## config.mk

```make
export PLATFORM = sky130hd
export DESIGN_NAME = mem_port_arbiter
export DESIGN_NICKNAME = d
export VERILOG_FILES = /design/src/rtl/mem_port_arbiter.sv
export SDC_FILE = /design/constraint.sdc
export NUM_CORES = 1
export LEC_CHECK = 0
export CORE_MARGIN = 2
export CORE_UTILIZATION = 45
export DETAILED_ROUTE_END_ITERATION = 8
export DONT_BUFFER_PORTS = 1
export GPL_ROUTABILITY_DRIVEN = 0
export PLACE_DENSITY = 0.63
export SYNTH_ARGS = -nofsm -noshare
export SYNTH_HDL_FRONTEND = slang
export SYNTH_SLANG_ARGS = --single-unit
```

## constraint.sdc

```tcl
create_clock -name clk -period 1.8 [get_ports clk]
set_clock_uncertainty 0.15 [all_clocks]
set_input_delay 0.27 -clock clk [delete_from_list [all_inputs] [get_ports clk]]
set_output_delay 0.27 -clock clk [all_outputs]
set_load 0.1 [all_outputs]
```

## src/rtl/mem_port_arbiter.sv

```systemverilog
`default_nettype none
// ============================================================================
// Module   : mem_port_arbiter
// Brief    : Shares one memory port between instruction fetch and the LSU,
//            one outstanding transaction at a time, with a response watchdog.
// Revision : 1.0 - initial release
// ============================================================================
module mem_port_arbiter #(
    parameter int ADDR_W         = 32,
    parameter int DATA_W         = 32,
    parameter int STARVE_LIMIT   = 4,
    parameter int TIMEOUT_CYCLES = 255
) (
    input  logic              clk,
    input  logic              rst,
    input  logic              if_req_valid,
    input  logic [ADDR_W-1:0] if_req_addr,
    output logic              if_req_ready,
    output logic              if_rsp_valid,
    output logic [DATA_W-1:0] if_rsp_data,
    input  logic              lsu_req_valid,
    input  logic              lsu_req_write,
    input  logic [ADDR_W-1:0] lsu_req_addr,
    input  logic [1:0]        lsu_req_size,
    input  logic [DATA_W-1:0] lsu_req_wdata,
    output logic              lsu_req_ready,
    output logic              lsu_rsp_valid,
    output logic [DATA_W-1:0] lsu_rsp_data,
    output logic              mem_req_valid,
    input  logic              mem_req_ready,
    output logic              mem_req_write,
    output logic [ADDR_W-1:0] mem_req_addr,
    output logic [1:0]        mem_req_size,
    output logic [DATA_W-1:0] mem_req_wdata,
    input  logic              mem_rsp_valid,
    input  logic [DATA_W-1:0] mem_rsp_data,
    output logic              if_stall,
    output logic              ex_stall,
    output logic              timeout_err
);

    localparam logic [1:0] c_idle = 2'd0;
    localparam logic [1:0] c_req  = 2'd1;
    localparam logic [1:0] c_wait = 2'd2;

    localparam logic c_own_if  = 1'b0;
    localparam logic c_own_lsu = 1'b1;

    localparam int c_starve_w = (STARVE_LIMIT > 0) ? $clog2(STARVE_LIMIT + 1) : 1;
    localparam logic [DATA_W-1:0] c_nop = DATA_W'(32'h0000_0013);

    logic [1:0]            r_state;
    logic                  r_owner;
    logic [c_starve_w-1:0] r_starve;
    logic                  r_mem_req_valid;
    logic                  r_mem_req_write;
    logic [ADDR_W-1:0]     r_mem_req_addr;
    logic [1:0]            r_mem_req_size;
    logic [DATA_W-1:0]     r_mem_req_wdata;
    logic                  r_if_rsp_valid;
    logic [DATA_W-1:0]     r_if_rsp_data;
    logic                  r_lsu_rsp_valid;
    logic [DATA_W-1:0]     r_lsu_rsp_data;
    logic                  r_timeout_err;

    logic w_in_idle;
    logic w_starved;
    logic w_grant_lsu;
    logic w_grant_if;
    logic w_rsp_hit;
    logic w_expire;
    logic w_abort;

    assign w_in_idle   = (r_state == c_idle);
    assign w_starved   = (r_starve == c_starve_w'(STARVE_LIMIT)) & if_req_valid;
    assign w_grant_lsu = ~rst & w_in_idle & lsu_req_valid & ~w_starved;
    assign w_grant_if  = ~rst & w_in_idle & if_req_valid & ~w_grant_lsu;
    assign w_rsp_hit   = (r_state == c_wait) & mem_rsp_valid;
    // A response arriving in the expiry cycle beats the watchdog
    assign w_abort     = w_expire & ~w_rsp_hit;

    generate
        if (TIMEOUT_CYCLES != 0) begin : g_watchdog
            localparam int c_tmo_w = $clog2(TIMEOUT_CYCLES + 1);
            logic [c_tmo_w-1:0] r_tmo;

            // Every entry to REQ comes from IDLE, so holding zero in IDLE clears it
            always_ff @(posedge clk) begin
                if (rst || w_in_idle) begin
                    r_tmo <= '0;
                end else begin
                    r_tmo <= r_tmo + c_tmo_w'(1);
                end
            end

            assign w_expire = ~w_in_idle & (r_tmo == c_tmo_w'(TIMEOUT_CYCLES - 1));
        end else begin : g_no_watchdog
            assign w_expire = 1'b0;
        end
    endgenerate

    always_ff @(posedge clk) begin
        if (rst) begin
            r_starve <= '0;
        end else if (~if_req_valid || w_grant_if) begin
            r_starve <= '0;
        end else if (w_grant_lsu && (r_starve != c_starve_w'(STARVE_LIMIT))) begin
            r_starve <= r_starve + c_starve_w'(1);
        end
    end

    always_ff @(posedge clk) begin
        if (rst) begin
            r_state         <= c_idle;
            r_owner         <= c_own_if;
            r_mem_req_valid <= 1'b0;
            r_mem_req_write <= 1'b0;
            r_mem_req_addr  <= '0;
            r_mem_req_size  <= 2'b00;
            r_mem_req_wdata <= '0;
            r_if_rsp_valid  <= 1'b0;
            r_if_rsp_data   <= '0;
            r_lsu_rsp_valid <= 1'b0;
            r_lsu_rsp_data  <= '0;
            r_timeout_err   <= 1'b0;
        end else begin
            r_if_rsp_valid  <= 1'b0;
            r_lsu_rsp_valid <= 1'b0;

            case (r_state)
                c_idle: begin
                    if (w_grant_lsu || w_grant_if) begin
                        r_owner         <= w_grant_lsu ? c_own_lsu : c_own_if;
                        r_mem_req_valid <= 1'b1;
                        r_mem_req_write <= w_grant_lsu & lsu_req_write;
                        r_mem_req_addr  <= w_grant_lsu ? lsu_req_addr : if_req_addr;
                        r_mem_req_size  <= w_grant_lsu ? lsu_req_size : 2'b00;
                        r_mem_req_wdata <= w_grant_lsu ? lsu_req_wdata : '0;
                        r_state         <= c_req;
                    end
                end
                c_req: begin
                    if (w_abort) begin
                        r_mem_req_valid <= 1'b0;
                        r_state         <= c_idle;
                    end else if (mem_req_ready) begin
                        r_mem_req_valid <= 1'b0;
                        r_state         <= c_wait;
                    end
                end
                c_wait: begin
                    if (w_rsp_hit || w_abort) begin
                        r_state <= c_idle;
                    end
                end
                default: begin
                    r_mem_req_valid <= 1'b0;
                    r_state         <= c_idle;
                end
            endcase

            if (w_rsp_hit || w_abort) begin
                if (r_owner == c_own_lsu) begin
                    r_lsu_rsp_valid <= 1'b1;
                    r_lsu_rsp_data  <= (w_rsp_hit && !r_mem_req_write) ? mem_rsp_data : '0;
                end else begin
                    r_if_rsp_valid <= 1'b1;
                    r_if_rsp_data  <= w_rsp_hit ? mem_rsp_data : c_nop;
                end
            end

            if (w_abort) begin
                r_timeout_err <= 1'b1;
            end
        end
    end

    assign if_req_ready  = w_grant_if;
    assign lsu_req_ready = w_grant_lsu;
    assign if_rsp_valid  = r_if_rsp_valid;
    assign if_rsp_data   = r_if_rsp_data;
    assign lsu_rsp_valid = r_lsu_rsp_valid;
    assign lsu_rsp_data  = r_lsu_rsp_data;
    assign mem_req_valid = r_mem_req_valid;
    assign mem_req_write = r_mem_req_write;
    assign mem_req_addr  = r_mem_req_addr;
    assign mem_req_size  = r_mem_req_size;
    assign mem_req_wdata = r_mem_req_wdata;
    assign timeout_err   = r_timeout_err;

    assign if_stall = ~rst & ((if_req_valid & ~w_grant_if & ~r_if_rsp_valid) |
                              (~w_in_idle & (r_owner == c_own_if)));
    assign ex_stall = ~rst & ((lsu_req_valid & ~w_grant_lsu & ~r_lsu_rsp_valid) |
                              (~w_in_idle & (r_owner == c_own_lsu)));

endmodule
`default_nettype wire

```

# Word level (Yosys, flattened, before mapping)
# Cells that the tools add are included.
# classes
bitwise_logic,32
addsub,2
n_reduce_logical,15
n_eq_ne,8
n_mux,17
# ops
op,count
32-bit 2-to-1 mux,4
1-bit AND,18
1-bit inverter,12
2-bit 2-to-1 mux,5
"8-bit by 1-bit adder with 8-bit output, second input constant",1
"8-bit equality test, second input constant",1
1-bit 2-to-1 mux,6
"3-bit != test, second input constant",2
2-bit one-hot mux with 3 select lines,1
2-bit AND reduction,3
3-bit AND reduction,2
1-bit logical OR,4
"2-bit by 1-bit != test with 1-bit output, second input constant",2
2-bit OR reduction,2
"3-bit by 1-bit adder with 3-bit output, second input constant",1
"3-bit equality test, second input constant",1
1-bit one-hot mux with 3 select lines,1
"2-bit by 1-bit equality test with 1-bit output, second input constant",1
"2-bit equality test, second input constant",1
1-bit logical AND,2
2-bit zero test,1
1-bit bitwise OR,2
1-bit zero test,1
# totals
input_bits,137
regBits,149
wordCells,88

# Logic depth before layout (Yosys ltp)
# logic_depth
ltp_word,11
depth_mapped,7

# Worst setup path after synthesis
# OpenSTA, ideal clock, no wires.
# synth_timing
path_kind,register to output
startpoint,register r_starve[0]
endpoint,output port if_req_ready
t_arrival_ns,3.589
path_slack_ns,-2.209
required_time_ns,1.380
stages_incl_launch_ff,8
n_path_buf,1
path_cell_list,dfxtp_1 > inv_1 > ha_1 > nand3_1 > clkbuf_1 > nand2_1 > inv_1 > nor3_1
# synth_between
elab_chain_len,6
# synth_lines
item,line_no,text
from (decl),54,logic [c_starve_w-1:0] r_starve;
from (signal assigned),108,r_starve <= r_starve + c_starve_w'(1);
3-bit equality test,75,assign w_starved = (r_starve == c_starve_w'(STARVE_LIMIT)) & if_req_valid;
1-bit AND,75,
1-bit inverter,76,assign w_grant_lsu = ~rst & w_in_idle & lsu_req_valid & ~w_starved;
1-bit AND,76,
named net lsu_req_ready,26,"output logic lsu_req_ready,"
1-bit inverter,77,assign w_grant_if = ~rst & w_in_idle & if_req_valid & ~w_grant_lsu;
1-bit AND,77,
to (decl),18,"output logic if_req_ready,"
# The timed path passes the listed nets, and every way through them passes these cells.

# Final worst setup path
# layout_timing
startpoint,register r_state[0]
endpoint,output port ex_stall
# layout_between
elab_chain_len,9
elab_cells_between_ends,11
cone_classes,10 x bitwise; 1 x reduce/logical
# layout_lines
item,line_no,text
from (decl),52,logic [1:0] r_state;
from (signal assigned),114,r_state <= c_idle;
from (signal assigned),139,r_state <= c_req;
from (signal assigned),145,r_state <= c_idle;
2-bit zero test (*),74,assign w_in_idle = (r_state == c_idle);
1-bit AND (3 in a row),76,
1-bit inverter,193,assign ex_stall = ~rst & ((lsu_req_valid & ~w_grant_lsu & ~r_lsu_rsp_valid) |
1-bit AND (2 in a row),193,
1-bit bitwise OR (*),193,
1-bit AND (*),193,
to (decl),38,"output logic ex_stall,"
# Mark *: on every way between the ends. The rest lies on a longest branch, timed or not.

==> reports/metrics.yaml <==
outcome: "finished, violations left"
violations: "hold timing, setup timing"
wire_per_inst_um: 20.1
via_per_inst: 6.10
ys_warn_count: 0
numCtsBuffers: 17
path_class: "reg2out"
start_util: 0.464
ff2ff_setup_slack_ps: 10
critPathTopFamily: "compound AO/OA/AOI/OAI gates"
async_flop_share: 0
rr_worst_depth: 5
crit_required_ps: 1380
setup_slack_ps: -316
syn_avg_cell_area_um2: 8.90
placed_area_mm2: 0.00874
worstReg2RegStart: "r_state[0]$_SDFFE_PP0P_"
cts_root_buffer: "clkbuf_16"
clock-sinks: 149
first_pass_iters: 5
yosys_most_used_dff: "dfxtp_1"
vias: 7305
finalMaxSlewViolations: 0
multi_input_area_mm2: 0.00423
coreArea_mm2: 0.0160
grt_usage: 0.250
fin_tns_setup_ps: -1010
synth_top_area_share: 0.401
syn-num-nets: 976
antenna_found_initial: 0
synth_largest_area_cell: "dfxtp_1"
worst-path-buf-inv: 1
io_buffers: 0
ctsHoldBuffers: 36
fin_area_mm2: 0.0102
drtIter0Drc: 601
grt_overflow: 0
period_share: 1.18
powerDensity_mw_per_mm2: 939
rows: 46
grt-busiest-layer: "met2"
worstSetupStartpoint: "r_state[0]$_SDFFE_PP0P_"
cpMaxStageDelayCell: "or3_4"
grt_use_met3: 0.0571
synth.top_cells.by_area: "dfxtp_1, nand3b_1, o21ai_0, a21oi_1, a31oi_1"
post-dp-hpwl_um: 14500
grt_max_degree: 210
r2r-end: "mem_req_addr[3]$_SDFFE_PP0P_"
synth_common_cells: "dfxtp_1, o21ai_0, a21oi_1"
final_nets: 1109
grt_pass1_vias: 6995
finalSetupViolCount: 4
use_met2: 0.422
final_layout_size_suffix_gt1_frac: 0.282
area_growth_pct: 36.9
seq_area_frac_synth: 0.401
die_y_um: 133
wl_um: 24100
num_io_pins: 276
rsz0062_at_grt: "true"
relSlewSlack: 0.548
drcViolationCount: 0
cts-htree-levels: 4
holdWs_ps: -231
seq_area_mm2: 0.00299
fmax_mhz: 473
ant_nets: 0
hold_violations: 87
critical_path_cell_count: 4
p_leak_uw: 0.00371
cts_tree: "built"
synth_seq_cells: 149
path_max_fanout: 5
worst_pin_slew_ps: 679
syn_inst: 835
use_met1: 0.313
total_power_uw: 9560
insertion_delay_ps: 410
crit_end: "ex_stall"
grt_first_pass_wirelength_um: 36300
antenna-diode-count: 0
fillCellCount: 1314
clk_path_buf_depth: 2
hold_class: "in2reg"
die_area_mm2: 0.0176
dieWidth_um: 133
slowest_delay_ps: 380
yosys.cell_count.top_type: "dfxtp_1"
drv_cap: 0
path_cells: "or3_4, o211ai_1, a21oi_4, buf_12"
setup.worst_path.start_class: "flip-flop"
critPathCaptureType: "primary output"
arrival_ps: 1700
synth_edf_count: 0
clk_pin_slew_ps: 60
vdd_ir_drop_max_uv: 784
netlist_area_mm2: 0.00743
min_period_ps: 2120
final_util: 0.636
ys_types: 45
report_power, final:
group / internal [uW] / leakage, uW / switching [uW]
logic: 697 / 0.00223 / 1840
clock network: 2000 / 0.000270 / 1460
registers: 3470 / 0.00121 / 97.0
total: 6160 / 0.00371 / 3390
per-layer routing:
layer,wire (um),part of all wire,up-vias
li1,-,-,3421
met2,11900,0.49,284
met4,560,0.023,0
met5,0,0,-
met3,1390,0.058,36
met1,10200,0.42,3564
sequential cells by signal, summed over array words and instances (netlist names):
signal and flops:
if_rsp_data 32, lsu_rsp_data 32, mem_req_addr 32, mem_req_wdata 32, g_watchdog.r_tmo 8, r_starve 3
mem_req_size 2, r_state 2, if_rsp_valid 1, lsu_rsp_valid 1, mem_req_valid 1, mem_req_write 1
r_owner 1, timeout_err 1
cells in the final DEF (no fill, tap or decap), types with 11 or more instances in the layout:
cell and instances:
clkbuf_16 23, a2111oi_4 27, nor4_1 31, buf_4 159, buf_12 12, a21oi_1 78
nand3_1 39, nor3b_1 32, dfxtp_1 143, a31oi_1 63, nor3_1 33, nand3b_1 63
and3b_1 30, dlygate4sd3_1 36, o21ai_1 11, o21ai_0 92
layout make-up:
type | instances | area share
Clock buffer | 20 | 0.0449
Clock inverter | 12 | 0.0116
Inverter | 9 | 0.00369
Multi-Input combinational cell | 571 | 0.416
Sequential cell | 149 | 0.294
Tap cell | 216 | 0.0266
Timing Repair Buffer | 220 | 0.204
stage by stage:
stage | worst slack (ps) | cells
5_1_grt | -373 | 1197
6_report | -316 | 1197
3_5_place_dp | 35.5 | 1114
4_1_cts | -335 | 1188
3_3_place_gp | 74.9 | 1114
2_1_floorplan | -799 | 835
what timing repair did:
action,4_1_cts,5_1_grt
pin swaps,7,4
endpoints found under the setup margin,4,74
resized for setup,8,25
buffers inserted,6,2
cloned,0,7
endpoints found under the hold margin,139,133
cell families after synthesis:
kind of cell	Yosys count	synth area share
DFF	149	0.401
xor gates and xnor gates	3	0.00354
buffers and inverters	115	0.0737
AOI/OAI and AO/OA	289	0.269
and+or+nand+nor	275	0.245
adders and majority gates	4	0.00674
how the worst min path moves through the flow:
stage	cells past startpoint	end	from	slack (ps)
after floorplan	2	if_rsp_data[10]$_SDFFE_PP0P_	mem_rsp_data[10]	250
after global placement	1	mem_req_write$_SDFFE_PP0P_	rst	200
after detailed placement	1	mem_req_wdata[23]$_SDFFE_PP0P_	rst	200
after CTS	1	mem_req_wdata[23]$_SDFFE_PP0P_	rst	-250
after global routing	1	mem_req_size[1]$_SDFFE_PP0P_	rst	-260
final	1	mem_req_size[1]$_SDFFE_PP0P_	rst	-230
Power figures use the tool's default switching activity.
